## src/rtl/jt51_dac_pkg.sv

```systemverilog
// jt51_dac_pkg: shared DAC link framing constants, float sample type and word packing
package jt51_dac_pkg;
    localparam int FRAME_SLOTS  = 32;
    localparam int WORD_SLOTS   = 16;
    localparam int MAN_LSB_SLOT = 3;
    localparam int EXP_LSB_SLOT = 13;
    localparam int SH_ON_SLOT   = 8;

    typedef struct packed {
        logic [9:0] man;
        logic [2:0] exp;
    } fp_t;

    function automatic logic [WORD_SLOTS-1:0] make_word(input fp_t f);
        make_word = '0;
        make_word[MAN_LSB_SLOT +: 10] = f.man;
        make_word[EXP_LSB_SLOT +: 3]  = f.exp;
    endfunction
endpackage

```

## src/rtl/jt51_dac_fpenc.sv

```systemverilog
// jt51_dac_fpenc: 16-bit signed linear to 10-bit mantissa / 3-bit exponent float
module jt51_dac_fpenc
    import jt51_dac_pkg::*;
(
    input  logic signed [15:0] x,
    output fp_t                f
);
    // smallest exponent whose shifted value still fits a signed 10-bit mantissa
    always_comb begin
        f.exp = 3'd7;
        for (int e = 6; e >= 1; e--)
            if ((x >>> (e + 8)) == 16'sh0000 || (x >>> (e + 8)) == -16'sh0001) f.exp = 3'(e);
        f.man = 10'(x >>> (f.exp - 3'd1));
    end
endmodule

```

## src/rtl/jt51_dac_tx.sv

```systemverilog
// jt51_dac_tx: float-encodes L/R samples and shifts them onto a YM3012-style SO/SH1/SH2 link
// JT51_DAC_TX_MONO_EN: when defined, both channels carry the (xleft + xright) >>> 1 mix
module jt51_dac_tx
    import jt51_dac_pkg::*;
#(
    parameter int DIV = 2
) (
    input  logic               clk,
    input  logic               rst,
    input  logic               cen,
    input  logic               smp_stb,
    input  logic signed [15:0] xleft,
    input  logic signed [15:0] xright,
    output logic               so,
    output logic               sh1,
    output logic               sh2,
    output logic               busy
);
    localparam int DW = DIV > 1 ? $clog2(DIV) : 1;
    localparam int SW = $clog2(FRAME_SLOTS);

    fp_t                    enc_l, enc_r;
    logic [DW-1:0]          div;
    logic [SW-1:0]          slot, nslot;
    logic [FRAME_SLOTS-1:0] frame, pend_frame, new_frame;
    logic                   pend, bound, last, sh_on;

`ifdef JT51_DAC_TX_MONO_EN
    logic signed [16:0] sum;
    assign sum = {xleft[15], xleft} + {xright[15], xright};
    jt51_dac_fpenc u_enc_l (.x(16'(sum >>> 1)), .f(enc_l));
    jt51_dac_fpenc u_enc_r (.x(16'(sum >>> 1)), .f(enc_r));
`else
    jt51_dac_fpenc u_enc_l (.x(xleft),  .f(enc_l));
    jt51_dac_fpenc u_enc_r (.x(xright), .f(enc_r));
`endif

    assign new_frame = {make_word(enc_r), make_word(enc_l)};
    assign bound     = div == DW'(DIV - 1);
    assign last      = busy && bound && slot == SW'(FRAME_SLOTS - 1);
    assign nslot     = slot + 1'b1;
    assign sh_on     = nslot[3:0] >= 4'(SH_ON_SLOT);

    // a strobe on the final cen of a frame counts as an idle capture and wins over a pending frame
    always_ff @(posedge clk) begin
        if (!rst) begin
            {so, sh1, sh2, busy, pend} <= '0;
            div        <= '0;
            slot       <= '0;
            frame      <= '0;
            pend_frame <= '0;
        end else if (cen) begin
            if ((smp_stb && (!busy || last)) || (last && pend)) begin
                frame      <= smp_stb ? new_frame : pend_frame;
                so         <= smp_stb ? new_frame[0] : pend_frame[0];
                {sh1, sh2} <= '0;
                busy       <= 1'b1;
                pend       <= 1'b0;
                slot       <= '0;
                div        <= '0;
            end else if (last) begin
                {so, sh1, sh2, busy} <= '0;
                slot <= '0;
                div  <= '0;
            end else if (busy) begin
                div <= bound ? '0 : div + 1'b1;
                if (bound) begin
                    slot  <= nslot;
                    frame <= frame >> 1;
                    so    <= frame[1];
                    sh1   <= sh_on && !nslot[SW-1];
                    sh2   <= sh_on && nslot[SW-1];
                end
                if (smp_stb) begin
                    pend       <= 1'b1;
                    pend_frame <= new_frame;
                end
            end
        end
    end
endmodule
```

## config.mk

```make
export PLATFORM = sky130hd
export DESIGN_NAME = jt51_dac_tx
export DESIGN_NICKNAME = d
export VERILOG_FILES = /design/src/rtl/jt51_dac_pkg.sv /design/src/rtl/jt51_dac_fpenc.sv /design/src/rtl/jt51_dac_tx.sv
export SDC_FILE = /design/constraint.sdc
export NUM_CORES = 1
export LEC_CHECK = 0
export CORE_UTILIZATION = 61
export CTS_BUF_LIST = sky130_fd_sc_hd__clkbuf_8
export DETAILED_ROUTE_END_ITERATION = 12
export PLACE_DENSITY_LB_ADDON = 0.25
export SLEW_MARGIN = 10
export SYNTH_ARGS = -nofsm -noshare
export SYNTH_HDL_FRONTEND = slang
export SYNTH_SLANG_ARGS = --single-unit
```

## constraint.sdc

```tcl
create_clock -name clk -period 4.7 [get_ports clk]
set_clock_uncertainty 0.05 [all_clocks]
set_input_delay 0.705 -clock clk [delete_from_list [all_inputs] [get_ports clk]]
set_output_delay 0.705 -clock clk [all_outputs]
set_load 0.02 [all_outputs]
```

==> results of run 1 <==
[stage by stage]
step           utilization  worst slack, ps  hold slack [ps]
6_report             0.715              537              422
5_1_grt              0.715              344              433
4_1_cts              0.715              579              419
3_5_place_dp         0.682              226              407
3_3_place_gp         0.682              313              395
2_1_floorplan            -              718              380
[area by class of cell]
type | instances | area (sq um) | area share
multi-input combinational | 527 | 3350 | 0.573
sequential | 74 | 1480 | 0.254
clock inverter | 7 | 141 | 0.0242
tap | 105 | 131 | 0.0225
timing repair buffer | 61 | 551 | 0.0942
clock buffer | 9 | 124 | 0.0212
inverter | 18 | 67.6 | 0.0116
[layer usage]
metal | track usage | vias to the layer above | routed length, um
met3 | 0.0566 | 26 | 1010
met4 | 0.121 | 2 | 298
met5 | 0 | - | 13
met1 | 0.469 | 2590 | 6430
met2 | 0.536 | 257 | 7000
li1 | - | 2565 | -
[registers in the layout, indices dropped and copies added, names as in the netlist]
register    cells
sh2             1
sh1             1
frame          31
pend            1
busy            1
bound           1
slot            5
pend_frame     32
so              1
[power by group]
group          switching, mW  leakage (nW)  internal, mW  total (mW)
sequential            0.0190         0.601         0.652       0.671
combinational          0.282          1.52         0.197       0.479
clock                  0.248         0.135         0.408       0.656
[logic make-up after synthesis]
family                   after synthesis  synth area share
adder cells (fa/ha/maj)                7            0.0171
flip-flops                            74             0.289
AO/OA/AOI/OAI                        250             0.328
buffers and inverters                 75            0.0595
AND/OR/NAND/NOR                      244             0.236
multiplexers                          24            0.0664
XOR/XNOR                               2           0.00342
[synth_stat cells (3+ instances only)]
cell type | n | area, sq um
a211oi_1 | 11 | 82.6
a21boi_0 | 6 | 45.0
a21o_1 | 8 | 60.1
a21oi_1 | 48 | 240
a21oi_2 | 3 | 26.3
a221oi_1 | 4 | 35.0
a22oi_1 | 10 | 75.1
a311oi_1 | 3 | 26.3
a31oi_1 | 14 | 87.6
a32oi_1 | 4 | 35.0
and2_1 | 12 | 75.1
and3_1 | 16 | 100
and4_1 | 3 | 26.3
buf_1 | 5 | 18.8
buf_2 | 10 | 50.1
clkbuf_1 | 40 | 150
dfxtp_1 | 74 | 1480
ha_1 | 7 | 87.6
inv_1 | 17 | 63.8
mux2_2 | 4 | 45.0
mux2i_1 | 13 | 130
mux4_2 | 5 | 113
nand2_1 | 76 | 285
nand2b_1 | 3 | 18.8
nand3_1 | 44 | 220
nor2_1 | 37 | 139
nor2b_1 | 9 | 56.3
nor3_1 | 26 | 130
o211a_1 | 8 | 80.1
o211ai_1 | 20 | 150
o21ai_0 | 59 | 295
o21ai_1 | 6 | 30.0
o221ai_1 | 7 | 61.3
o22ai_1 | 4 | 25.0
o31ai_1 | 6 | 45.0
or2_2 | 3 | 18.8
[worst max-delay path: cells and delay by family]
| kind | cells | cell delay, ps |
|---|---|---|
| AND/OR/NAND/NOR | 3 | 1220 |
| AO/OA/AOI/OAI | 5 | 1010 |
| buffers and inverters | 3 | 840 |
| adder cells (fa/ha/maj) | 1 | 530 |
[path summary, 6_finish.rpt]
| kind | from | end | depth (start not counted) |
|---|---|---|---|
| max reg2reg | slot[0] | frame[11] | 11 |
| min | pend_frame[4] | pend_frame[4] | 2 |
| max | xleft[12] | frame[3] | 12 |
| min reg2reg | pend_frame[4] | pend_frame[4] | 2 |
==> metrics.csv, run 1 <==
metric,value,unit
status,"complete, no violations",
Final #Nets,734,
io pins,40,
placed insts,785,
"Slew Viols, Final",0,
layout cell share with drive strength beyond 1,0.0991,
synthesis-stage register bit count,74,
Setup crit end kind,flop,
critical path type,input port to flop,
Sink Count,74,
vias per cell,6.79,
relative slew slack,0.400,
final hold vios,0,
PortBufs,39,
Unique masters post-synth,79,
Post-synth top flop,dfxtp_1,
# DRC,0,
post-route ant nets,0,
Die Y,93.7,um
largest net degree at the start of global routing,60,
drt first pass iters,5,
fmax,240,MHz
number of global-route vias before repair,4827,
fin cells,801,
Max Cap Viol,0,
"Req. time, crit path",4840,ps
Peak supply drop,0.196,mV
initial antenna violation count,1,
Post-CTS Setup Bufs,0,
"slowest stage delay, CP",580,ps
critical path cell sequence,clkdlybuf4s50_1 > or4_4 > nor4_4 > nor2_4 > o21ai_4 > inv_1 > ha_1 > clkinv_1 > o32ai_1 > a211oi_1 > a31oi_1 > a31oi_1,
Post-Route Setup TNS,0,ps
mapped cell area,5130,sq um
Wirelength per Cell,18.4,um
syn_area_per_cell,7.58,sq um
Rows,33,
dpl cell area,5580,sq um
Clock transition at path regs,70,ps
CTS Buffer Depth,2,
Global Route Usage Sum,0.341,
Setup crit start kind,input port,
Max Fanout on Critical Path,11,
worst slew pin tran,899,ps
number of CTS-inserted buffers,9,
minimum clock period,4160,ps
reg2reg setup slack,1460,ps
depth of the CTS H-tree,3,
"Seq/Total Area, Yosys",0.289,
Post-synth ARST share,0,
number of fill cells,663,
power density relative to cell area,309,nW/um^2
core footprint,8180,sq um
post-CTS sizing,0,
Hold WC Path Type,flop to flop,
ANT cells,0,
total wire length,14700,um
Detail Placement HPWL,10300,um
Post-synth EDFFs,0,
fin area,5840,sq um
Leak,2.25,nW
most frequent cells in the layout,"nand2_1 (76), dfxtp_1 (74), o21ai_0 (59)",
Die W,93.7,um
"Remaining Overflow, GRT",0,
"Setup violations, final",0,
RD Place Congestion,0.988,
total power,1.81,mW
most numerous cell on the critical path,a31oi_1,
unrepaired setup endpoints after global routing,no,
DIE AREA,8780,sq um
Worst Path Arrival,4300,ps
1st-iter DRT viols,407,
CTS root buf,clkbuf_8,
final period utilization,0.886,
worst skew pair latency,340,ps
first-pass GRT wire length,23900,um
slowest stage cell on the critical path,or4_4,
"most common cell after layout, fill and taps aside",nand2_1,
via count,5440,
Syn-to-layout area delta,13.9,%
Hold Buf Count CTS,0,
Synth Warn #,0,
initial core utilization,0.627,
Post-Syn Instances,676,
net count after synthesis,719,
CTS tree,built,
(Power assumes the default switching activity.)
==> run 2, diff against run 1 <==
--- a/config.mk
+++ b/config.mk
@@ -8,6 +8,7 @@
 export CORE_UTILIZATION = 61
 export CTS_BUF_LIST = sky130_fd_sc_hd__clkbuf_8
 export DETAILED_ROUTE_END_ITERATION = 12
+export GPL_ROUTABILITY_DRIVEN = 0
 export PLACE_DENSITY_LB_ADDON = 0.25
 export SLEW_MARGIN = 10
 export SYNTH_ARGS = -nofsm -noshare
==> metrics.csv, run 2 (synthesized netlist as in run 1, its figures left out) <==
metric,value,unit,change
status,"complete, no violations",,
ANT cells,0,,unchanged
Clock transition at path regs,90,ps,+20 ps
CTS Buffer Depth,2,,unchanged
Die W,93.7,um,unchanged
drt first pass iters,6,,+1
Setup crit start kind,input port,,
"Req. time, crit path",4930,ps,+90 ps
Biggest register,pend_frame,,
PortBufs,39,,unchanged
worst skew pair latency,350,ps,about the same
layout cell share with drive strength beyond 1,0.0952,,-0.00390
"Slew Viols, Final",0,,unchanged
Sink Count,74,,unchanged
Top Registers,"pend_frame x32, frame x31, slot x5",,
total wire length,14100,um,-4.1%
critical path's top delay family,simple AND/OR/NAND/NOR gates,,
most numerous cell on the critical path,inv_1,,
Worst Path Arrival,4520,ps,+220 ps
post-route ant nets,0,,unchanged
Peak supply drop,0.243,mV,+24%
io pins,40,,unchanged
minimum clock period,4290,ps,+126 ps
Global Route Usage Sum,0.333,,-0.00809
number of CTS-inserted buffers,9,,unchanged
initial antenna violation count,0,,-1
max reg flops,32,,unchanged
Max Fanout on Critical Path,9,,-2
Post-Place Worst Slack,126,ps,-100 ps
"slowest stage delay, CP",590,ps,about the same
most frequent cells in the layout,"nand2_1 (76), dfxtp_1 (74), o21ai_0 (59)",,
final hold vios,0,,unchanged
final period utilization,0.913,,+0.0268
fmax,233,MHz,-2.9%
relative slew slack,0.395,,-0.00546
Post-CTS Setup Bufs,0,,unchanged
Hold WC Path Type,flop to flop,,
CTS tree,built,,
worst slew pin tran,907,ps,+7.67 ps
Leak,2.20,nW,-2.2%
fin area,5760,sq um,-1.4%
# DRC,0,,unchanged
vias per cell,6.82,,+0.38%
placed insts,782,,-0.38%
"most common cell after layout, fill and taps aside",nand2_1,,
Die Y,93.7,um,unchanged
Max Cap Viol,0,,unchanged
1st-iter DRT viols,402,,-1.2%
"Remaining Overflow, GRT",0,,unchanged
slowest stage cell on the critical path,or4_4,,
Final #Nets,731,,-0.41%
first-pass GRT wire length,23400,um,-1.8%
number of global-route vias before repair,5039,,+4.4%
core footprint,8180,sq um,unchanged
initial core utilization,0.627,,unchanged
post-CTS sizing,0,,unchanged
power density relative to cell area,286,nW/um^2,-7.4%
number of fill cells,671,,+1.2%
Wirelength per Cell,17.7,um,-3.8%
Post-Route Setup TNS,0,ps,unchanged
"Setup violations, final",0,,unchanged
via count,5440,,unchanged
critical path cell sequence,clkdlybuf4s50_1 > or4_4 > o22ai_4 > nor2_1 > a21boi_0 > inv_1 > ha_1 > inv_1 > nand3_1 > and2_1 > mux2i_1 > mux4_1 > o21ai_1,,
Syn-to-layout area delta,12.3,%,
dpl cell area,5550,sq um,-0.40%
CTS root buf,clkbuf_8,,
Rows,33,,unchanged
fin cells,798,,-0.37%
Detail Placement HPWL,9860,um,-4.4%
depth of the CTS H-tree,3,,unchanged
unrepaired setup endpoints after global routing,no,,
Setup crit end kind,flop,,
Hold Buf Count CTS,0,,unchanged
critical path type,input port to flop,,
DIE AREA,8780,sq um,unchanged
final setup margin,411,ps,-126 ps
largest net degree at the start of global routing,69,,+15%
Bufs and invs on worst path,3,,unchanged
-- run 2: worst register-to-register path: stages, from the launching register on --
cell and delay, ps:
dfxtp_1 380, ha_1 200, and3_1 180, ha_1 160, and2_1 270, a21o_1 400
and2_0 780, buf_4 350, and3_1 180, a21oi_1 40, nand2_1 70, o211a_1 130
-- run 2: layer usage --
layer	track usage	routed length, um
met5	0	0
met3	0.0502	1020
met1	0.436	6040
met4	0.146	384
met2	0.541	6690
-- run 2: cell type report --
cell class / count / area (sq um) / share of cell area
Tap cell: 105 / 131 / 0.0228
Inverter: 18 / 67.6 / 0.0117
Clock inverter: 6 / 66.3 / 0.0115
Timing Repair Buffer: 58 / 528 / 0.0917
Clock buffer: 10 / 138 / 0.0239
Multi-Input combinational cell: 527 / 3350 / 0.581
Sequential cell: 74 / 1480 / 0.257
-- run 2: stage by stage --
step           power (mW)  hold WS [ps]   util
3_3_place_gp         1.13           391  0.679
4_1_cts              1.64           413  0.704
6_report             1.65           412  0.704
5_1_grt              1.73           428  0.704
3_5_place_dp         1.14           398  0.679
2_1_floorplan        1.01           380      -
-- run 2: worst paths after layout --
path,cells past startpoint,endpoint,slack [ps],start
setup / recovery,13,frame[5],410,xleft[12]
hold / removal,2,frame[28],410,frame[28]
setup reg to reg,11,frame[18],1450,slot[0]
hold reg to reg,2,frame[28],410,frame[28]
-- run 2: power breakdown --
group | switching, mW | internal [mW]
combinational | 0.277 | 0.191
sequential | 0.0177 | 0.652
clock | 0.248 | 0.261
total | 0.544 | 1.10
